--- src/rtl/regfile_wb_arbiter_if.sv ---
// Writeback bus between the two result sources (A = ALU, B = load unit),
// the arbiter and the regfile write port.
interface regfile_wb_arbiter_if #(
   parameter int ADDR_W = 5,
   parameter int DATA_W = 32
);
   logic              a_valid;
   logic [ADDR_W-1:0] a_addr;
   logic [DATA_W-1:0] a_data;
   logic              a_ready;
   logic              b_valid;
   logic [ADDR_W-1:0] b_addr;
   logic [DATA_W-1:0] b_data;
   logic              b_ready;
   logic              wr_en;
   logic [ADDR_W-1:0] wr_addr;
   logic [DATA_W-1:0] wr_data;

   // Source side: the writeback producers plus anyone observing the regfile port.
   modport master (
      output a_valid, a_addr, a_data, b_valid, b_addr, b_data,
      input  a_ready, b_ready, wr_en, wr_addr, wr_data
   );

   // Arbiter side.
   modport slave (
      input  a_valid, a_addr, a_data, b_valid, b_addr, b_data,
      output a_ready, b_ready, wr_en, wr_addr, wr_data
   );
endinterface

--- src/rtl/regfile_wb_arbiter.sv ---
// Two-source regfile writeback arbiter (B priority, A starvation guard) with a
// busy-register scoreboard. Define REGFILE_BYPASS_EN to add write-port forwarding.
module regfile_wb_arbiter #(
   parameter int ADDR_W     = 5,
   parameter int DATA_W     = 32,
   parameter int NREG       = 32,
   parameter int STARVE_MAX = 3
) (
   input  logic              clk,
   input  logic              rst,
   input  logic              alloc_en,
   input  logic [ADDR_W-1:0] alloc_addr,
   input  logic [ADDR_W-1:0] rd1_addr,
   input  logic [ADDR_W-1:0] rd2_addr,
   output logic              rd1_busy,
   output logic              rd2_busy,
   output logic [NREG-1:0]   busy_vec,
`ifdef REGFILE_BYPASS_EN
   output logic              rd1_fwd,
   output logic              rd2_fwd,
   output logic [DATA_W-1:0] fwd_data,
`endif
   regfile_wb_arbiter_if.slave wb
);
   localparam int CNT_W = $clog2(STARVE_MAX + 1);

   logic [CNT_W-1:0]  starve_cnt_reg, starve_cnt_next;
   logic [NREG-1:0]   busy_reg, busy_next;
   logic              wr_en_reg;
   logic [ADDR_W-1:0] wr_addr_reg;
   logic [DATA_W-1:0] wr_data_reg;

   logic              a_starved;
   logic              a_grant, b_grant, grant;
   logic [ADDR_W-1:0] grant_addr;
   logic [DATA_W-1:0] grant_data;

   always_comb begin
      a_starved       = (starve_cnt_reg == CNT_W'(STARVE_MAX));
      b_grant         = wb.b_valid && !(wb.a_valid && a_starved);
      a_grant         = wb.a_valid && !b_grant;
      grant           = a_grant || b_grant;
      grant_addr      = b_grant ? wb.b_addr : wb.a_addr;
      grant_data      = b_grant ? wb.b_data : wb.a_data;
      starve_cnt_next = '0;
      if (wb.a_valid && !a_grant)
         starve_cnt_next = a_starved ? starve_cnt_reg : starve_cnt_reg + 1'b1;
   end

   // Ready is forced low while reset is asserted so nothing is accepted and lost.
   assign wb.a_ready = rst && a_grant;
   assign wb.b_ready = rst && b_grant;

   // An alloc in the same cycle as a clear wins: a newer producer is outstanding.
   // x0 is never tracked.
   generate
      for (genvar gi = 0; gi < NREG; gi++) begin : g_sb
         if (gi == 0) begin : g_x0
            assign busy_next[gi] = 1'b0;
         end else begin : g_xn
            assign busy_next[gi] =
               (alloc_en && (alloc_addr == ADDR_W'(gi))) ||
               (busy_reg[gi] && !(grant && (grant_addr == ADDR_W'(gi))));
         end
      end
   endgenerate

   always_ff @(posedge clk or negedge rst) begin
      if (!rst) begin
         starve_cnt_reg <= '0;
         busy_reg       <= '0;
         wr_en_reg      <= 1'b0;
         wr_addr_reg    <= '0;
         wr_data_reg    <= '0;
      end else begin
         starve_cnt_reg <= starve_cnt_next;
         busy_reg       <= busy_next;
         wr_en_reg      <= grant && (grant_addr != '0);
         if (grant) begin
            wr_addr_reg <= grant_addr;
            wr_data_reg <= grant_data;
         end
      end
   end

   assign wb.wr_en   = wr_en_reg;
   assign wb.wr_addr = wr_addr_reg;
   assign wb.wr_data = wr_data_reg;
   assign busy_vec   = busy_reg;

   logic rd1_sb, rd2_sb;
   assign rd1_sb = busy_reg[rd1_addr];
   assign rd2_sb = busy_reg[rd2_addr];

`ifdef REGFILE_BYPASS_EN
   // A source being written this cycle is readable from the port, so it is not a stall.
   assign rd1_fwd  = wr_en_reg && (wr_addr_reg == rd1_addr) && (rd1_addr != '0);
   assign rd2_fwd  = wr_en_reg && (wr_addr_reg == rd2_addr) && (rd2_addr != '0);
   assign fwd_data = wr_data_reg;
   assign rd1_busy = rd1_sb && !rd1_fwd;
   assign rd2_busy = rd2_sb && !rd2_fwd;
`else
   assign rd1_busy = rd1_sb;
   assign rd2_busy = rd2_sb;
`endif
endmodule
--- src/flat_wrapper.sv ---
// flat-port wrapper written by rule: the top's interface ports become plain ports
module regfile_wb_arbiter_flat 
#(
   parameter int ADDR_W     = 5,
   parameter int DATA_W     = 32,
   parameter int NREG       = 32,
   parameter int STARVE_MAX = 3
)
  (clk, rst, alloc_en, alloc_addr, rd1_addr, rd2_addr, rd1_busy, rd2_busy, busy_vec, wb_a_valid, wb_a_addr, wb_a_data, wb_b_valid, wb_b_addr, wb_b_data, wb_a_ready, wb_b_ready, wb_wr_en, wb_wr_addr, wb_wr_data);
  regfile_wb_arbiter_if #(.ADDR_W(ADDR_W), .DATA_W(DATA_W)) wb_i ();
  input  logic clk;
  input  logic rst;
  input  logic alloc_en;
  input  logic [ADDR_W-1:0] alloc_addr;
  input  logic [ADDR_W-1:0] rd1_addr;
  input  logic [ADDR_W-1:0] rd2_addr;
  output logic rd1_busy;
  output logic rd2_busy;
  output logic [NREG-1:0] busy_vec;
  input wire logic [$bits(wb_i.a_valid)-1:0] wb_a_valid;
  input wire logic [$bits(wb_i.a_addr)-1:0] wb_a_addr;
  input wire logic [$bits(wb_i.a_data)-1:0] wb_a_data;
  input wire logic [$bits(wb_i.b_valid)-1:0] wb_b_valid;
  input wire logic [$bits(wb_i.b_addr)-1:0] wb_b_addr;
  input wire logic [$bits(wb_i.b_data)-1:0] wb_b_data;
  output wire logic [$bits(wb_i.a_ready)-1:0] wb_a_ready;
  output wire logic [$bits(wb_i.b_ready)-1:0] wb_b_ready;
  output wire logic [$bits(wb_i.wr_en)-1:0] wb_wr_en;
  output wire logic [$bits(wb_i.wr_addr)-1:0] wb_wr_addr;
  output wire logic [$bits(wb_i.wr_data)-1:0] wb_wr_data;
  assign wb_i.a_valid = wb_a_valid;
  assign wb_i.a_addr = wb_a_addr;
  assign wb_i.a_data = wb_a_data;
  assign wb_i.b_valid = wb_b_valid;
  assign wb_i.b_addr = wb_b_addr;
  assign wb_i.b_data = wb_b_data;
  assign wb_a_ready = wb_i.a_ready;
  assign wb_b_ready = wb_i.b_ready;
  assign wb_wr_en = wb_i.wr_en;
  assign wb_wr_addr = wb_i.wr_addr;
  assign wb_wr_data = wb_i.wr_data;
  regfile_wb_arbiter #(.ADDR_W(ADDR_W), .DATA_W(DATA_W), .NREG(NREG), .STARVE_MAX(STARVE_MAX)) u_core (.clk(clk), .rst(rst), .alloc_en(alloc_en), .alloc_addr(alloc_addr), .rd1_addr(rd1_addr), .rd2_addr(rd2_addr), .rd1_busy(rd1_busy), .rd2_busy(rd2_busy), .busy_vec(busy_vec), .wb(wb_i));
endmodule
--- config.mk ---
export PLATFORM = sky130hd
export DESIGN_NAME = regfile_wb_arbiter_flat
export DESIGN_NICKNAME = d
export VERILOG_FILES = /design/src/rtl/regfile_wb_arbiter_if.sv /design/src/rtl/regfile_wb_arbiter.sv /design/src/flat_wrapper.sv
export SDC_FILE = /design/constraint.sdc
export NUM_CORES = 1
export LEC_CHECK = 0
export CAP_MARGIN = 15
export CELL_PAD_IN_SITES_DETAIL_PLACEMENT = 1
export CELL_PAD_IN_SITES_GLOBAL_PLACEMENT = 1
export CORE_ASPECT_RATIO = 0.8
export CORE_MARGIN = 2
export CORE_UTILIZATION = 29
export DETAILED_ROUTE_END_ITERATION = 6
export GPL_TIMING_DRIVEN = 0
export PLACE_DENSITY = 0.74
export SLEW_MARGIN = 20
export SYNTH_ARGS = -nofsm -noshare
export SYNTH_HDL_FRONTEND = slang
export SYNTH_SLANG_ARGS = --single-unit
--- constraint.sdc ---
create_clock -name clk -period 1.7 [get_ports clk]
set_input_delay 0.255 -clock clk [delete_from_list [all_inputs] [get_ports clk]]
set_output_delay 0.255 -clock clk [all_outputs]
set_load 0.01 [all_outputs]
# After elaboration in Yosys (flattened, before gate mapping)
# Index checks and enable logic that the tools add are counted.
# classes
magnitude_cmp,2
addsub,1
reduce_logical,167
mux,8
n_eq_ne,64
# ops
op,n
$eq A5 B5 Y1 const B,32
$logic_and A1 B1 Y1,100
$eq A5 B4 Y1 const B,16
$eq A5 B3 Y1 const B,8
$logic_not A1 Y1,34
$logic_or A1 B1 Y1,32
$mux W32,1
$eq A5 B2 Y1 const B,4
$lt A5 B6 Y1 const B,2
$bmux W1 S5,2
$eq A5 B1 Y1 const B,2
$mux W5,1
$reduce_bool A5 Y1,1
$mux W2,2
$add A2 B1 Y2 const B,1
$eq A2 B2 Y1 const B,1
$mux W1,2
$ne A2 B2 Y1 const B,1
# totals
in_bits,94
reg_bits,71
wordCells,247

# Logic depth before layout (Yosys ltp)
# logic_depth
ltp_word,11
ltp_mapped,7
mapped_depth_nobuf,5

# Least setup slack after synthesis
# Ideal clock, no wire load.
# synth_timing
kind,register to register
startpoint,register u_core.starve_cnt_reg[0]
endpoint,"register u_core.busy_reg[23], in the netlist u_core.busy_vec[23]"
stages_incl_launch_ff,7
period_less_slack_ns,1.777
n_path_buf,1
setup_ns,0.133
arrival_ns,1.644
required_ns,1.567
setup_slack_ns,-0.077
path_cell_list,dfrtp_1 ha_1 a21boi_4 buf_8 mux2_4 o31ai_1 o21ai_0
# synth_between
elab_chain_cells,11
# synth_rtl
item,line,source
from (decl),regfile_wb_arbiter.sv:27,"logic [CNT_W-1:0] starve_cnt_reg, starve_cnt_next;"
from (signal assigned),regfile_wb_arbiter.sv:76,starve_cnt_reg <= starve_cnt_next;
$eq A2 B2 Y1 *,regfile_wb_arbiter.sv:39,a_starved = (starve_cnt_reg == CNT_W'(STARVE_MAX));
$logic_and A1 B1 Y1 *,regfile_wb_arbiter.sv:40,b_grant = wb.b_valid && !(wb.a_valid && a_starved);
$logic_not A1 Y1 *,regfile_wb_arbiter.sv:40,
$logic_and A1 B1 Y1 *,regfile_wb_arbiter.sv:40,
"parallel branches: the longest is 3 deep, another holds $mux W5",n/a,
$logic_and A1 B1 Y1 *,regfile_wb_arbiter.sv:63,(busy_reg[gi] && !(grant && (grant_addr == ADDR_W'(gi))));
$logic_not A1 Y1 *,regfile_wb_arbiter.sv:63,
$logic_and A1 B1 Y1 *,regfile_wb_arbiter.sv:63,
$logic_or A1 B1 Y1 *,regfile_wb_arbiter.sv:62,(alloc_en && (alloc_addr == ADDR_W'(gi))) ||
via u_core.busy_next[23],regfile_wb_arbiter.sv:28,"logic [NREG-1:0] busy_reg, busy_next;"
to (signal assigned),regfile_wb_arbiter.sv:77,busy_reg <= busy_next;
to (decl),regfile_wb_arbiter.sv:28,
# Mark *: on every way through the listed nets, which the timed path passes.
# A chain may end at the register's enable or synchronous reset.

# Worst setup path in the final report
# layout_timing
startpoint,"register u_core.busy_reg[3], in the netlist u_core.busy_vec[3]"
endpoint,output port rd1_busy
# layout_between
elab_chain_cells,2
# layout_rtl
item,line,source
$bmux W1 S5,regfile_wb_arbiter.sv:92,assign rd1_sb = busy_reg[rd1_addr];
$mux W1 (not written as such),regfile_wb_arbiter.sv:92,
to (decl),flat_wrapper.sv:17,output logic rd1_busy;
# No other way between the ends. The select of a mux whose other input is x is not followed.

==> flow_metrics.py <==
metrics = {
    "global_route": {
        "first_global_vias": 4698,
        "grtUsageTotal_pct": 22.62,
        "antenna_found_initial": 0,
        "grt_pass1_wl_um": 25410,
        "grt_max_degree": 51,
        "grt_overflow_total": 0,
    },
    "setup_path": {
        "regToRegStartpoint": "u_core.starve_cnt_reg[0]",
        "required_ps": 1440,
        "reg2reg_depth": 8,
        "worstSetupPathType": "reg2out",
        "cp-start-kind": "flip-flop",
        "crit_arrival_ps": 1920,
        "r2r_end": "u_core.busy_vec[15]",
        "worst_setup_path_end_kind": "output port",
        "crit_slowest_cell": "dfrtp_2",
        "critPathMaxStageDelay_ps": 460,
        "path_cells": "mux2_2, a221oi_1, or4_1, nand4_1, buf_2",
        "path_max_fanout": 4,
        "r2r_slack_ps": -250,
    },
    "finish": {
        "largest_reg_flops": 32,
        "most-common-layout-cells": "152 x clkdlybuf4s50_1, 69 x dfrtp_1, 49 x mux2i_1",
        "final_common_cell": "clkdlybuf4s50_1",
        "final_net_count": 705,
        "instances_no_fill": 795,
        "diodes": 0,
        "fin_area_um2": 7063,
        "syn_to_final_growth_pct": 78.58,
        "final_layout_size_suffix_gt1_share_pct": 24.07,
    },
    "yosys": {
        "ys_seq_area_share_pct": 44.92,
        "syn_area_um2": 3955,
        "synth_area_per_cell_um2": 10.06,
        "synth_edf_count": 0,
        "ys.flop_type": "dfrtp_1",
        "yosysWarnings": 0,
        "synth.distinct_cells": 40,
        "synth.ff_latch_count": 71,
        "synth_async_sr_flop_share_pct": 100.0,
        "synth_cells": 393,
        "synth_nets": 488,
    },
    "clock_tree": {
        "clock_sinks": 71,
        "clkTransAtPathRegs_ps": 60,
        "cts_tree": "yes",
        "cts-htree-levels": 3,
        "ctsHoldBuffers": 1,
        "clk_latency_ps": 330,
        "cts_root_buffer": "clkbuf_16",
        "cts.path.max_buffers": 2,
        "cts_buffers": 9,
    },
    "power": {
        "power_density_nw_per_um2": 979.2,
        "power.total_mw": 6.916,
        "p_leak_nw": 2.900,
        "peakVddDrop_uv": 563.1,
    },
    "status": {
        "outcome": "finished, violations left",
        "violations": "negative hold slack, negative setup slack",
    },
    "sta": {
        "slew_headroom_pct": 62.49,
        "finalCriticalPeriod_ps": 2178,
        "max_freq_ghz": 0.4592,
        "worst_slack_ps": -477.7,
        "holdWs_ps": -85.22,
        "fin_tns_setup_ps": -6574,
        "drv_slew": 0,
        "tightest_slew_ps": 562.7,
        "clock_skew_ps": 5.572,
        "setup_violations": 35,
        "hold_violations": 49,
        "period_share_pct": 128.1,
        "grt_setup_unrepaired": "yes",
    },
    "die": {
        "rows": 38,
        "die_x_um": 134.6,
        "dieArea_um2": 14590,
        "start_util_pct": 29.39,
        "fp.coreArea_um2": 13460,
        "fp.dieH_um": 108.5,
        "ios": 168,
    },
    "drt": {
        "drt_iter0_markers": 206,
        "via_per_inst": 5.323,
        "vias": 4232,
        "wl_per_cell_um": 21.77,
        "drcViolationCount": 0,
        "finalWirelength_um": 17310,
        "antenna_left": 0,
        "dr.pass1.iters": 4,
    },
    "run": {
        "maxCapViolCount": 0,
    },
    "placed_design": {
        "place_congestion": 0.8762,
        "portBuffers": 160,
        "placed_cells": 734,
        "dp_hpwl_um": 11280,
        "postPlaceCellArea_um2": 5809,
    },
    "hold_path": {
        "hp-class": "in2async",
    },
}
## worst max path at each step
stage                  to  slack [ps]                start  cells past startpoint
4_1_cts          rd1_busy        -380  u_core.busy_vec[19]                      5
6_report         rd1_busy        -480   u_core.busy_vec[3]                      5
3_5_place_dp     rd2_busy        -760          rd2_addr[2]                      7
5_1_grt          rd1_busy        -540   u_core.busy_vec[3]                      5
3_3_place_gp   wb_a_ready       -2720                  rst                      3
2_1_floorplan    rd2_busy           6          rd2_addr[0]                      5
## power breakdown
part           internal (mW)  switching (mW)  leakage (nW)
clock network           1.33           0.791         0.155
logic                   1.38            1.07          1.88
registers               1.97           0.365         0.861
## routing by layer
layer	GRT usage [%]	wire, um	share of wire (%)	vias up
met1	27.55	6853	40	2139
met2	39.91	8849	51	178
met3	5.532	1266	7.3	34
li1	-	-	-	1881
met5	0	0	0	-
met4	6.617	340	2.0	0
## synthesized netlist by cell type (2+ instances only)
| cell | instances | area (um^2) |
|---|---|---|
| nand4b_1 | 2 | 17.52 |
| o21ai_0 | 62 | 310.3 |
| a22oi_1 | 4 | 30.03 |
| a21oi_1 | 5 | 25.02 |
| mux2i_1 | 49 | 490.5 |
| o22ai_1 | 5 | 31.28 |
| nand3b_1 | 3 | 22.52 |
| mux2i_2 | 6 | 82.58 |
| and3_1 | 2 | 12.51 |
| nor2_1 | 16 | 60.06 |
| nor3_1 | 3 | 15.01 |
| nand4_1 | 3 | 18.77 |
| mux2_2 | 3 | 33.78 |
| o31ai_1 | 31 | 232.7 |
| nand3_1 | 10 | 50.05 |
| buf_2 | 14 | 70.07 |
| buf_4 | 2 | 15.01 |
| nor2b_1 | 14 | 87.58 |
| mux4_2 | 6 | 135.1 |
| nand2_1 | 46 | 172.7 |
| mux2_4 | 2 | 30.03 |
| clkbuf_1 | 6 | 22.52 |
| dfrtp_1 | 71 | 1777 |
| nand2b_1 | 8 | 50.05 |
| inv_1 | 4 | 15.01 |
| or2_2 | 2 | 12.51 |
## metrics by stage
step / setup WS [ps] / utilization [%]
final: -477.7 / 52.49
after global routing: -543.8 / 52.49
after CTS: -382.7 / 50.37
after detailed placement: -758.4 / 43.17
after global placement: -2717 / 42.99
after floorplan: 5.953 / -
## logic make-up (layout without fill, tap and decap cells)
group / after synthesis / after routing / synth area share (%)
compound gates: 116 / 116 / 18.19
simple gates: 111 / 111 / 13.48
flops: 71 / 71 / 44.92
mux: 66 / 66 / 19.52
buf+inv: 27 / 249 / 3.480
fa+ha+maj: 1 / 1 / 0.3163
other cells: 1 / 1 / 0.09482
## cell type report
class / count / area [um^2]
inverters: 4 / 15.01
multi-input cells: 295 / 2464
clock inverters: 6 / 92.59
repair buffers: 206 / 2081
clock buffers: 10 / 239.0
plain buffers: 23 / 167.7
well taps: 180 / 225.2
fillers: 1427 / 6392
flip-flops and latches: 71 / 1779
## timing repair
item,in CTS,in global routing
setup endpoints to repair,70,57
endpoints found under the hold margin,22,49
resized for setup,100,44
pin swaps,24,12
cloned,1,0
setup buffers,28,21
## worst max-delay path, delay by kind of cell (launching register included)
family / cells / cell delay (ps)
buffers and inverters: 1 / 150
and+or+nand+nor: 2 / 270
DFF: 1 / 460
muxes: 1 / 290
AOI/OAI and AO/OA: 1 / 440
Note: power is estimated with default switching activity, not from simulation.
